`config.mk`:
```
export PLATFORM = sky130hd
export DESIGN_NAME = pipeline_hazard_controller_flat
export DESIGN_NICKNAME = d
export VERILOG_FILES = /design/src/rtl/pipeline_hazard_controller_if.sv /design/src/rtl/pipeline_hazard_controller.sv /design/src/flat_wrapper.sv
export SDC_FILE = /design/constraint.sdc
export NUM_CORES = 1
export LEC_CHECK = 0
export CORE_MARGIN = 1
export CORE_UTILIZATION = 40
export CTS_CLUSTER_DIAMETER = 200
export DETAILED_ROUTE_END_ITERATION = 10
export PLACE_DENSITY = 0.6
export SKIP_LAST_GASP = 1
export SLEW_MARGIN = 30
export SYNTH_ARGS = -nofsm -noshare
export SYNTH_HDL_FRONTEND = slang
export SYNTH_SLANG_ARGS = --single-unit
```
`constraint.sdc`:
```
create_clock -name clock -period 5.22 [get_ports clock]
set_clock_uncertainty 0.15 [all_clocks]
set_input_delay 1.044 -clock clock [delete_from_list [all_inputs] [get_ports clock]]
set_output_delay 1.044 -clock clock [all_outputs]
set_load 0.03 [all_outputs]
```
`src/rtl/pipeline_hazard_controller_if.sv`:
```
// Hazard-controller bus: ID/EX/WB status from the pipeline, stall/flush controls back.
interface pipeline_hazard_controller_if;
  logic        id_valid;
  logic        id_regWrite;
  logic        id_jumpMem;
  logic        id_useRs1;
  logic        id_useRs2;
  logic [5:0]  id_rs1;
  logic [5:0]  id_rs2;
  logic [5:0]  id_rd;
  logic        ex_redirect;
  logic        wb_redirect;
  logic        wb_regWrite;
  logic [5:0]  wb_rd;
  logic        pc_write;
  logic        ifid_write;
  logic        ifid_flush;
  logic        idex_bubble;
  logic        issue;
  logic [1:0]  state;
  logic [15:0] stall_cycles;

  // Pipeline side: drives status, consumes controls.
  modport master (
    output id_valid, id_regWrite, id_jumpMem, id_useRs1, id_useRs2,
           id_rs1, id_rs2, id_rd, ex_redirect, wb_redirect, wb_regWrite, wb_rd,
    input  pc_write, ifid_write, ifid_flush, idex_bubble, issue, state, stall_cycles
  );

  // Controller side.
  modport slave (
    input  id_valid, id_regWrite, id_jumpMem, id_useRs1, id_useRs2,
           id_rs1, id_rs2, id_rd, ex_redirect, wb_redirect, wb_regWrite, wb_rd,
    output pc_write, ifid_write, ifid_flush, idex_bubble, issue, state, stall_cycles
  );
endinterface

```
`src/rtl/pipeline_hazard_controller.sv`:
```
// Pipeline hazard controller: per-register pending-write scoreboard, stall on
// RAW hazards, flush on redirects, and a wait state behind jumpMem until WB.
module pipeline_hazard_controller (
  input  logic                          clock,
  input  logic                          reset_n,
  pipeline_hazard_controller_if.slave   hz
);

  typedef enum logic [1:0] {RUN = 2'd0, STALL = 2'd1, JWAIT = 2'd2, FLUSH = 2'd3} state_e;

  state_e            state_q, state_d;
  logic [63:0][1:0]  cnt_q, cnt_d;
  logic [15:0]       stall_cycles_q, stall_cycles_d;

  logic hazard;
  logic pc_write, ifid_write, ifid_flush, idex_bubble, issue;

  // No bypass: hazard looks only at registered counters, so a WB write clears
  // the pending count for ID starting the following cycle.
  assign hazard = (hz.id_useRs1 && (cnt_q[hz.id_rs1] != 2'd0)) ||
                  (hz.id_useRs2 && (cnt_q[hz.id_rs2] != 2'd0));

  // Next state and control outputs; priority wb_redirect > ex_redirect > hazard > issue.
  always_comb begin
    state_d     = state_q;
    pc_write    = 1'b1;
    ifid_write  = 1'b1;
    ifid_flush  = 1'b0;
    idex_bubble = 1'b1;
    issue       = 1'b0;
    case (state_q)
      RUN, STALL: begin
        if (hz.wb_redirect || hz.ex_redirect) begin
          ifid_flush = 1'b1;
          state_d    = FLUSH;
        end else if (hz.id_valid && hazard) begin
          pc_write   = 1'b0;
          ifid_write = 1'b0;
          state_d    = STALL;
        end else begin
          issue       = hz.id_valid;
          idex_bubble = ~hz.id_valid;
          state_d     = (hz.id_valid && hz.id_jumpMem) ? JWAIT : RUN;
        end
      end
      JWAIT: begin
        // Front end frozen until the jumpMem resolves in WB; EX redirects are stale here.
        pc_write   = 1'b0;
        ifid_write = 1'b0;
        if (hz.wb_redirect) begin
          pc_write   = 1'b1;
          ifid_write = 1'b1;
          ifid_flush = 1'b1;
          state_d    = FLUSH;
        end else if (hz.wb_regWrite) begin
          state_d = RUN;
        end
      end
      FLUSH: begin
        if (hz.wb_redirect) begin
          ifid_flush = 1'b1;
          state_d    = FLUSH;
        end else begin
          state_d = RUN;
        end
      end
      default: state_d = RUN;
    endcase
    // Outputs follow reset immediately, not at the next edge.
    if (!reset_n) begin
      pc_write    = 1'b1;
      ifid_write  = 1'b1;
      ifid_flush  = 1'b0;
      idex_bubble = 1'b1;
      issue       = 1'b0;
    end
  end

  // Scoreboard update: inc on issued writer, dec on WB write, cancel when both hit one reg.
  always_comb begin
    cnt_d = cnt_q;
    for (int i = 0; i < 64; i++) begin
      logic inc, dec;
      inc = issue && hz.id_regWrite && (hz.id_rd == 6'(i));
      dec = hz.wb_regWrite && (hz.wb_rd == 6'(i));
      if (inc && !dec && (cnt_q[i] != 2'd3))
        cnt_d[i] = cnt_q[i] + 2'd1;
      else if (dec && !inc && (cnt_q[i] != 2'd0))
        cnt_d[i] = cnt_q[i] - 2'd1;
    end
  end

  // Saturating count of cycles a valid ID instruction failed to advance.
  always_comb begin
    stall_cycles_d = stall_cycles_q;
    if (hz.id_valid && !issue && (stall_cycles_q != 16'hFFFF))
      stall_cycles_d = stall_cycles_q + 16'd1;
  end

  // State registers.
  always_ff @(posedge clock or negedge reset_n) begin
    if (!reset_n) begin
      state_q        <= RUN;
      cnt_q          <= '0;
      stall_cycles_q <= '0;
    end else begin
      state_q        <= state_d;
      cnt_q          <= cnt_d;
      stall_cycles_q <= stall_cycles_d;
    end
  end

  assign hz.pc_write     = pc_write;
  assign hz.ifid_write   = ifid_write;
  assign hz.ifid_flush   = ifid_flush;
  assign hz.idex_bubble  = idex_bubble;
  assign hz.issue        = issue;
  assign hz.state        = state_q;
  assign hz.stall_cycles = stall_cycles_q;

endmodule

```
`src/flat_wrapper.sv`:
```
// flat-port wrapper written by rule: the top's interface ports become plain ports
module pipeline_hazard_controller_flat 
  (clock, reset_n, hz_id_valid, hz_id_regWrite, hz_id_jumpMem, hz_id_useRs1, hz_id_useRs2, hz_id_rs1, hz_id_rs2, hz_id_rd, hz_ex_redirect, hz_wb_redirect, hz_wb_regWrite, hz_wb_rd, hz_pc_write, hz_ifid_write, hz_ifid_flush, hz_idex_bubble, hz_issue, hz_state, hz_stall_cycles);
  pipeline_hazard_controller_if hz_i ();
  input  logic clock;
  input  logic reset_n;
  input wire logic [$bits(hz_i.id_valid)-1:0] hz_id_valid;
  input wire logic [$bits(hz_i.id_regWrite)-1:0] hz_id_regWrite;
  input wire logic [$bits(hz_i.id_jumpMem)-1:0] hz_id_jumpMem;
  input wire logic [$bits(hz_i.id_useRs1)-1:0] hz_id_useRs1;
  input wire logic [$bits(hz_i.id_useRs2)-1:0] hz_id_useRs2;
  input wire logic [$bits(hz_i.id_rs1)-1:0] hz_id_rs1;
  input wire logic [$bits(hz_i.id_rs2)-1:0] hz_id_rs2;
  input wire logic [$bits(hz_i.id_rd)-1:0] hz_id_rd;
  input wire logic [$bits(hz_i.ex_redirect)-1:0] hz_ex_redirect;
  input wire logic [$bits(hz_i.wb_redirect)-1:0] hz_wb_redirect;
  input wire logic [$bits(hz_i.wb_regWrite)-1:0] hz_wb_regWrite;
  input wire logic [$bits(hz_i.wb_rd)-1:0] hz_wb_rd;
  output wire logic [$bits(hz_i.pc_write)-1:0] hz_pc_write;
  output wire logic [$bits(hz_i.ifid_write)-1:0] hz_ifid_write;
  output wire logic [$bits(hz_i.ifid_flush)-1:0] hz_ifid_flush;
  output wire logic [$bits(hz_i.idex_bubble)-1:0] hz_idex_bubble;
  output wire logic [$bits(hz_i.issue)-1:0] hz_issue;
  output wire logic [$bits(hz_i.state)-1:0] hz_state;
  output wire logic [$bits(hz_i.stall_cycles)-1:0] hz_stall_cycles;
  assign hz_i.id_valid = hz_id_valid;
  assign hz_i.id_regWrite = hz_id_regWrite;
  assign hz_i.id_jumpMem = hz_id_jumpMem;
  assign hz_i.id_useRs1 = hz_id_useRs1;
  assign hz_i.id_useRs2 = hz_id_useRs2;
  assign hz_i.id_rs1 = hz_id_rs1;
  assign hz_i.id_rs2 = hz_id_rs2;
  assign hz_i.id_rd = hz_id_rd;
  assign hz_i.ex_redirect = hz_ex_redirect;
  assign hz_i.wb_redirect = hz_wb_redirect;
  assign hz_i.wb_regWrite = hz_wb_regWrite;
  assign hz_i.wb_rd = hz_wb_rd;
  assign hz_pc_write = hz_i.pc_write;
  assign hz_ifid_write = hz_i.ifid_write;
  assign hz_ifid_flush = hz_i.ifid_flush;
  assign hz_idex_bubble = hz_i.idex_bubble;
  assign hz_issue = hz_i.issue;
  assign hz_state = hz_i.state;
  assign hz_stall_cycles = hz_i.stall_cycles;
  pipeline_hazard_controller u_core (.clock(clock), .reset_n(reset_n), .hz(hz_i));
endmodule
```
# After elaboration in Yosys (flattened, before gate mapping)
# Index checks and enable logic that the tools add are counted.
[op_classes]
addsub = 129
n_lt_le_gt_ge = 2
n_eq_ne = 195
n_mux = 155
bitwise_logic = 1
n_reduce_logical = 657
[op_table]
columns = ["op", "n"]
rows = [
  ["$logic_and 1x1->1", 391],
  ["$eq 6x6->1 const B", 64],
  ["$mux 2", 136],
  ["$reduce_bool 2->1", 130],
  ["$eq 6x5->1 const B", 32],
  ["$logic_not 1->1", 129],
  ["$add 2x1->2 const B", 64],
  ["$ne 2x2->1 const B", 64],
  ["$sub 2x1->2 const B", 64],
  ["$eq 6x4->1 const B", 16],
  ["$eq 6x3->1 const B", 8],
  ["$bmux 2 s6", 2],
  ["$eq 6x2->1 const B", 4],
  ["$add 16x1->16 const B", 1],
  ["$ne 16x16->1 const B", 1],
  ["$lt 6x7->1 const B", 2],
  ["$mux 1", 14],
  ["$eq 6x1->1 const B", 2],
  ["$logic_not 6->1", 2],
  ["$pmux 2 s3", 1],
  ["$eq 2x2->1 const B", 2],
  ["$pmux 1 s2", 2],
  ["$reduce_or 2->1", 2],
  ["$ne 3x3->1 const B", 1],
  ["other kinds (4)", 5],
]
[word_totals]
regBits = 146
wordCells = 1205

# Logic depth before layout (Yosys ltp)
[depth]
depth_word = 17
depth_mapped = 14
mapped_depth_nobuf = 9

# Least setup slack after synthesis
# OpenSTA, ideal clock, no wires.
[synth_path]
path_kind = "input to output"
from = "input port hz_id_rs1[2]"
to = "output port hz_pc_write"
t_arrival_ns = 3.816
t_required_ns = 4.026
slack_ns = 0.210
cell_stages = 12
path_buffers = 4
path_cell_list = "buf_2 buf_6 nor3_2 a21oi_1 mux4_2 a22oi_1 o211ai_1 a22oi_2 clkbuf_1 nand2_1 a32oi_1 buf_4"
[synth_via]
elab_chain_cells = 10
[synth_lines]
columns = ["item", "line_no", "rtl"]
rows = [
  ["start, declared", "flat_wrapper.sv:12", "input wire logic [$bits(hz_i.id_rs1)-1:0] hz_id_rs1;"],
  ["$bmux 2 s6", "pipeline_hazard_controller.sv:20", "assign hazard = (hz.id_useRs1 && (cnt_q[hz.id_rs1] != 2'd0)) ||"],
  ["$mux 2 (not written as such)", "pipeline_hazard_controller.sv:20", ""],
  ["$reduce_bool 2->1", "pipeline_hazard_controller.sv:20", ""],
  ["$logic_and 1x1->1", "pipeline_hazard_controller.sv:20", ""],
  ["$logic_or 1x1->1", "pipeline_hazard_controller.sv:20", ""],
  ["$logic_and 1x1->1", "pipeline_hazard_controller.sv:36", "end else if (hz.id_valid && hazard) begin"],
  ["$mux 1 (2 in series)", "--", ""],
  ["$pmux 1 s2", "--", ""],
  ["$mux 1", "--", ""],
  ["end, declared", "flat_wrapper.sv:19", "output wire logic [$bits(hz_i.pc_write)-1:0] hz_pc_write;"],
]
# No other way between the ends. The select of a mux whose other input is x is not followed.

# Final worst setup path
[layout_path]
from = "input port hz_id_rs2[2]"
to = "output port hz_pc_write"
[layout_via]
elab_chain_cells = 10
[layout_lines]
columns = ["item", "line_no", "rtl"]
rows = [
  ["start, declared", "flat_wrapper.sv:13", "input wire logic [$bits(hz_i.id_rs2)-1:0] hz_id_rs2;"],
  ["$bmux 2 s6", "pipeline_hazard_controller.sv:21", "(hz.id_useRs2 && (cnt_q[hz.id_rs2] != 2'd0));"],
  ["$mux 2 (not written as such)", "pipeline_hazard_controller.sv:21", ""],
  ["$reduce_bool 2->1", "pipeline_hazard_controller.sv:21", ""],
  ["$logic_and 1x1->1", "pipeline_hazard_controller.sv:21", ""],
  ["$logic_or 1x1->1", "pipeline_hazard_controller.sv:20", ""],
  ["$logic_and 1x1->1", "pipeline_hazard_controller.sv:36", ""],
  ["$mux 1", "pipeline_hazard_controller.sv:36", ""],
  ["$mux 1", "pipeline_hazard_controller.sv:33", "if (hz.wb_redirect || hz.ex_redirect) begin"],
  ["$pmux 1 s2", "pipeline_hazard_controller.sv:31", "case (state_q)"],
  ["$mux 1", "pipeline_hazard_controller.sv:70", "if (!reset_n) begin"],
]
# No other way between the ends. The select of a mux whose other input is x is not followed.

==> results.yml <==
cells_and_area:
  finalNetCount: 1476
  area_delta_synth_final_pct: 14.2
  final_util_pct: 46.4
  fin_area_um2: 13300
  num-fill-cells: 2790
  diodes: 0
  drive_gt1_share_pct: 14.4
  instances_no_fill: 1838
clock_network:
  cts.sinks: 146
  clkLatencyLatePin_ps: 450
  root_buffer: "clkbuf_16"
  htreeDepth: 4
  cts_buffer_depth: 2
  tritoncts: "yes"
  path_clk_slew_ps: 60
  postCtsHoldBufs: 0
  cts_made_buffers: 17
placed_design:
  dp.cells: 1806
  place_congestion: 0.956
  dp_hpwl_mm: 30.8
  placed_cell_area_um2: 12700
  io_buffers: 56
critical_path:
  rrSetupSlack_ps: 1430
  slowest_stage: "mux4_2"
  path_cells: "clkdlybuf4s50_1 -> buf_4 -> inv_4 -> mux4_2 -> o211ai_1 -> nand4_1 -> or4b_4 -> or2_1 -> nand2_1 -> a32oi_1 -> dlygate4sd1_1"
  startpoint_type: "primary input"
  reg2reg_to: "u_core.cnt_q[60]"
  path_class: "in2out"
  path_max_fanout: 6
  worstSetupStartpoint: "hz_id_rs2[2]"
  cp.arrival_ps: 3970
  max_stage_delay_ps: 510
  r2r_cells: 10
  required_ps: 4030
  timing.rr.start: "u_core.cnt_q[15]"
  crit_path_end_kind: "output pin"
sta:
  rsz0062_at_grt: "yes"
  clock.fmax_ghz: 0.194
  slew_headroom_pct: 39.2
  period_share_pct: 99.0
  hold_viol: 0
  layout_min_cycle_time_ps: 5170
  setup_tns_ps: 0
  slew_violations: 0
  tightestPinTransition_ps: 910
  setup_violations: 0
hold_path:
  hp-class: "in2async"
yosys:
  synth_ff_type: "dfrtp_1"
  yosys_warnings: 0
  async_flop_share_pct: 100
  synthTopCellsByCount: "nor2_1, dfrtp_1, nand2_1, nand3_1, nor3_1"
  synth.area.top_cells: "dfrtp_1, nor2_1, mux2_2"
  synth.distinct_cells: 84
  syn_inst: 1390
  ys_seq_elements: 146
  synth_most_common_cell: "nor2_1"
  syn_avg_cell_area_um2: 8.37
  synth_top_area_share_pct: 31.4
  synth_nets: 1425
  synth_top_area_cell: "dfrtp_1"
  synth_edf_count: 0
  syn_area_um2: 11600
  ys_seq_area_share_pct: 31.4
floorplan:
  core-area_um2: 28600
  initial_utilization_pct: 40.6
  die-area_um2: 29800
  rows: 62
  die_h_um: 173
  die_x_um: 173
  io_pins: 57
global_route:
  grt_first_pass_wirelength_mm: 65.6
  grt_pass1_vias: 10964
  grt_usage_pct: 28.9
  grt_max_degree: 68
  antenna_found_initial: 0
  grt_overflow: 0
detailed_routing:
  post-route-drc-count: 0
  ant_nets: 0
  vias: 11743
  vias_per_cell: 6.39
  dr.first_iter.drc_count: 1461
  routed_wirelength_mm: 42.8
  wire_per_inst_um: 23.3
  drtPass1Iterations: 6
outcome:
  outcome: "complete, no violations"
pwr:
  vdd_drop_max_uv: 221
  p_leak_uw: 0.00519
  pwr_density_cell_nw_per_um2: 232
flow_run:
  cap_violations: 0
-- registers in the layout, indices dropped and copies added (netlist names) --
register and count:
u_core.cnt_q 128, u_core.hz.stall_cycles 16, u_core.hz.state 2
-- logic make-up after synthesis --
logic type,synth area share (%)
simple gates,29.2
compound gates,20.0
flops,31.4
mux,13.1
buf+inv,4.93
xor+xnor,1.36
fa+ha+maj,0.108
-- layout by cell type (no fill, tap or decap), types with 12 or more instances in the layout --
| cell type | count |
|---|---|
| mux4_2 | 17 |
| clkbuf_16 | 17 |
| nand2b_1 | 13 |
| mux2i_1 | 55 |
| nor2_1 | 200 |
| a31oi_1 | 25 |
| mux2_2 | 52 |
| a21o_1 | 29 |
| o21ai_0 | 55 |
| dfrtp_1 | 146 |
| nand2_1 | 126 |
| a22oi_1 | 14 |
| nor4_1 | 17 |
| nor2b_1 | 17 |
| o211ai_1 | 12 |
| o2bb2ai_1 | 12 |
| inv_1 | 38 |
| nor3_2 | 21 |
| nand4_1 | 16 |
| a22o_1 | 27 |
| nor3_1 | 78 |
| clkdlybuf4s50_1 | 49 |
| buf_4 | 48 |
| a21oi_1 | 69 |
| nand3_1 | 89 |
-- where the power goes --
part	internal (µW)	total, µW	leakage, µW	switching (µW)
Combinational	212	596	0.00301	383
Sequential	1180	1240	0.00191	60.4
Clock	695	1230	0.000268	539
Total	2090	3070	0.00519	983
-- repair_timing --
action                     4_1_cts  5_1_grt
setup buffers                    0        0
setup endpoints to repair        2        3
hold endpoints to repair         0        0
gates resized for setup          2        7
-- how the worst max path moves through the flow --
stage	cells after the start	endpoint	slack (ps)
6_report	11	hz_pc_write	50
3_5_place_dp	11	hz_pc_write	-240
4_1_cts	11	hz_pc_write	6
5_1_grt	11	hz_pc_write	-50
2_1_floorplan	12	hz_pc_write	210
3_3_place_gp	12	hz_pc_write	-190
-- layer usage --
| metal | wire (µm) | share of wire (%) | track usage [%] |
|---|---|---|---|
| met5 | 0 | 0 | 0 |
| met4 | 2180 | 5.1 | 15.2 |
| met3 | 4260 | 10 | 5.53 |
| met2 | 18600 | 43 | 43.3 |
| met1 | 17700 | 41 | 39.3 |
-- layout make-up --
type | count | area [µm²] | area share, %
Clock buffer | 21 | 470 | 3.54
Clock inverter | 11 | 104 | 0.782
Inverter | 39 | 149 | 1.12
Multi-Input combinational cell | 1130 | 7420 | 55.9
Sequential cell | 146 | 3650 | 27.5
Tap cell | 384 | 480 | 3.62
Timing Repair Buffer | 107 | 997 | 7.51
-- worst max-delay path, delay by kind of cell --
family | cells | cell delay, ps
AO/OA/AOI/OAI | 2 | 310
buffers and inverters | 4 | 1030
multiplexers | 1 | 510
AND/OR/NAND/NOR | 4 | 1070
-- per-stage QoR --
stage | hold slack (ps) | setup WS [ps] | total power, µW
floorplan | 310 | 210 | 1610
global placement | 325 | -191 | 1840
detailed placement | 337 | -241 | 1850
CTS | 346 | 5.97 | 3080
global route | 362 | -52.9 | 3170
finish | 342 | 53.4 | 3070
No activity file was read; power rests on OpenSTA's default activity.
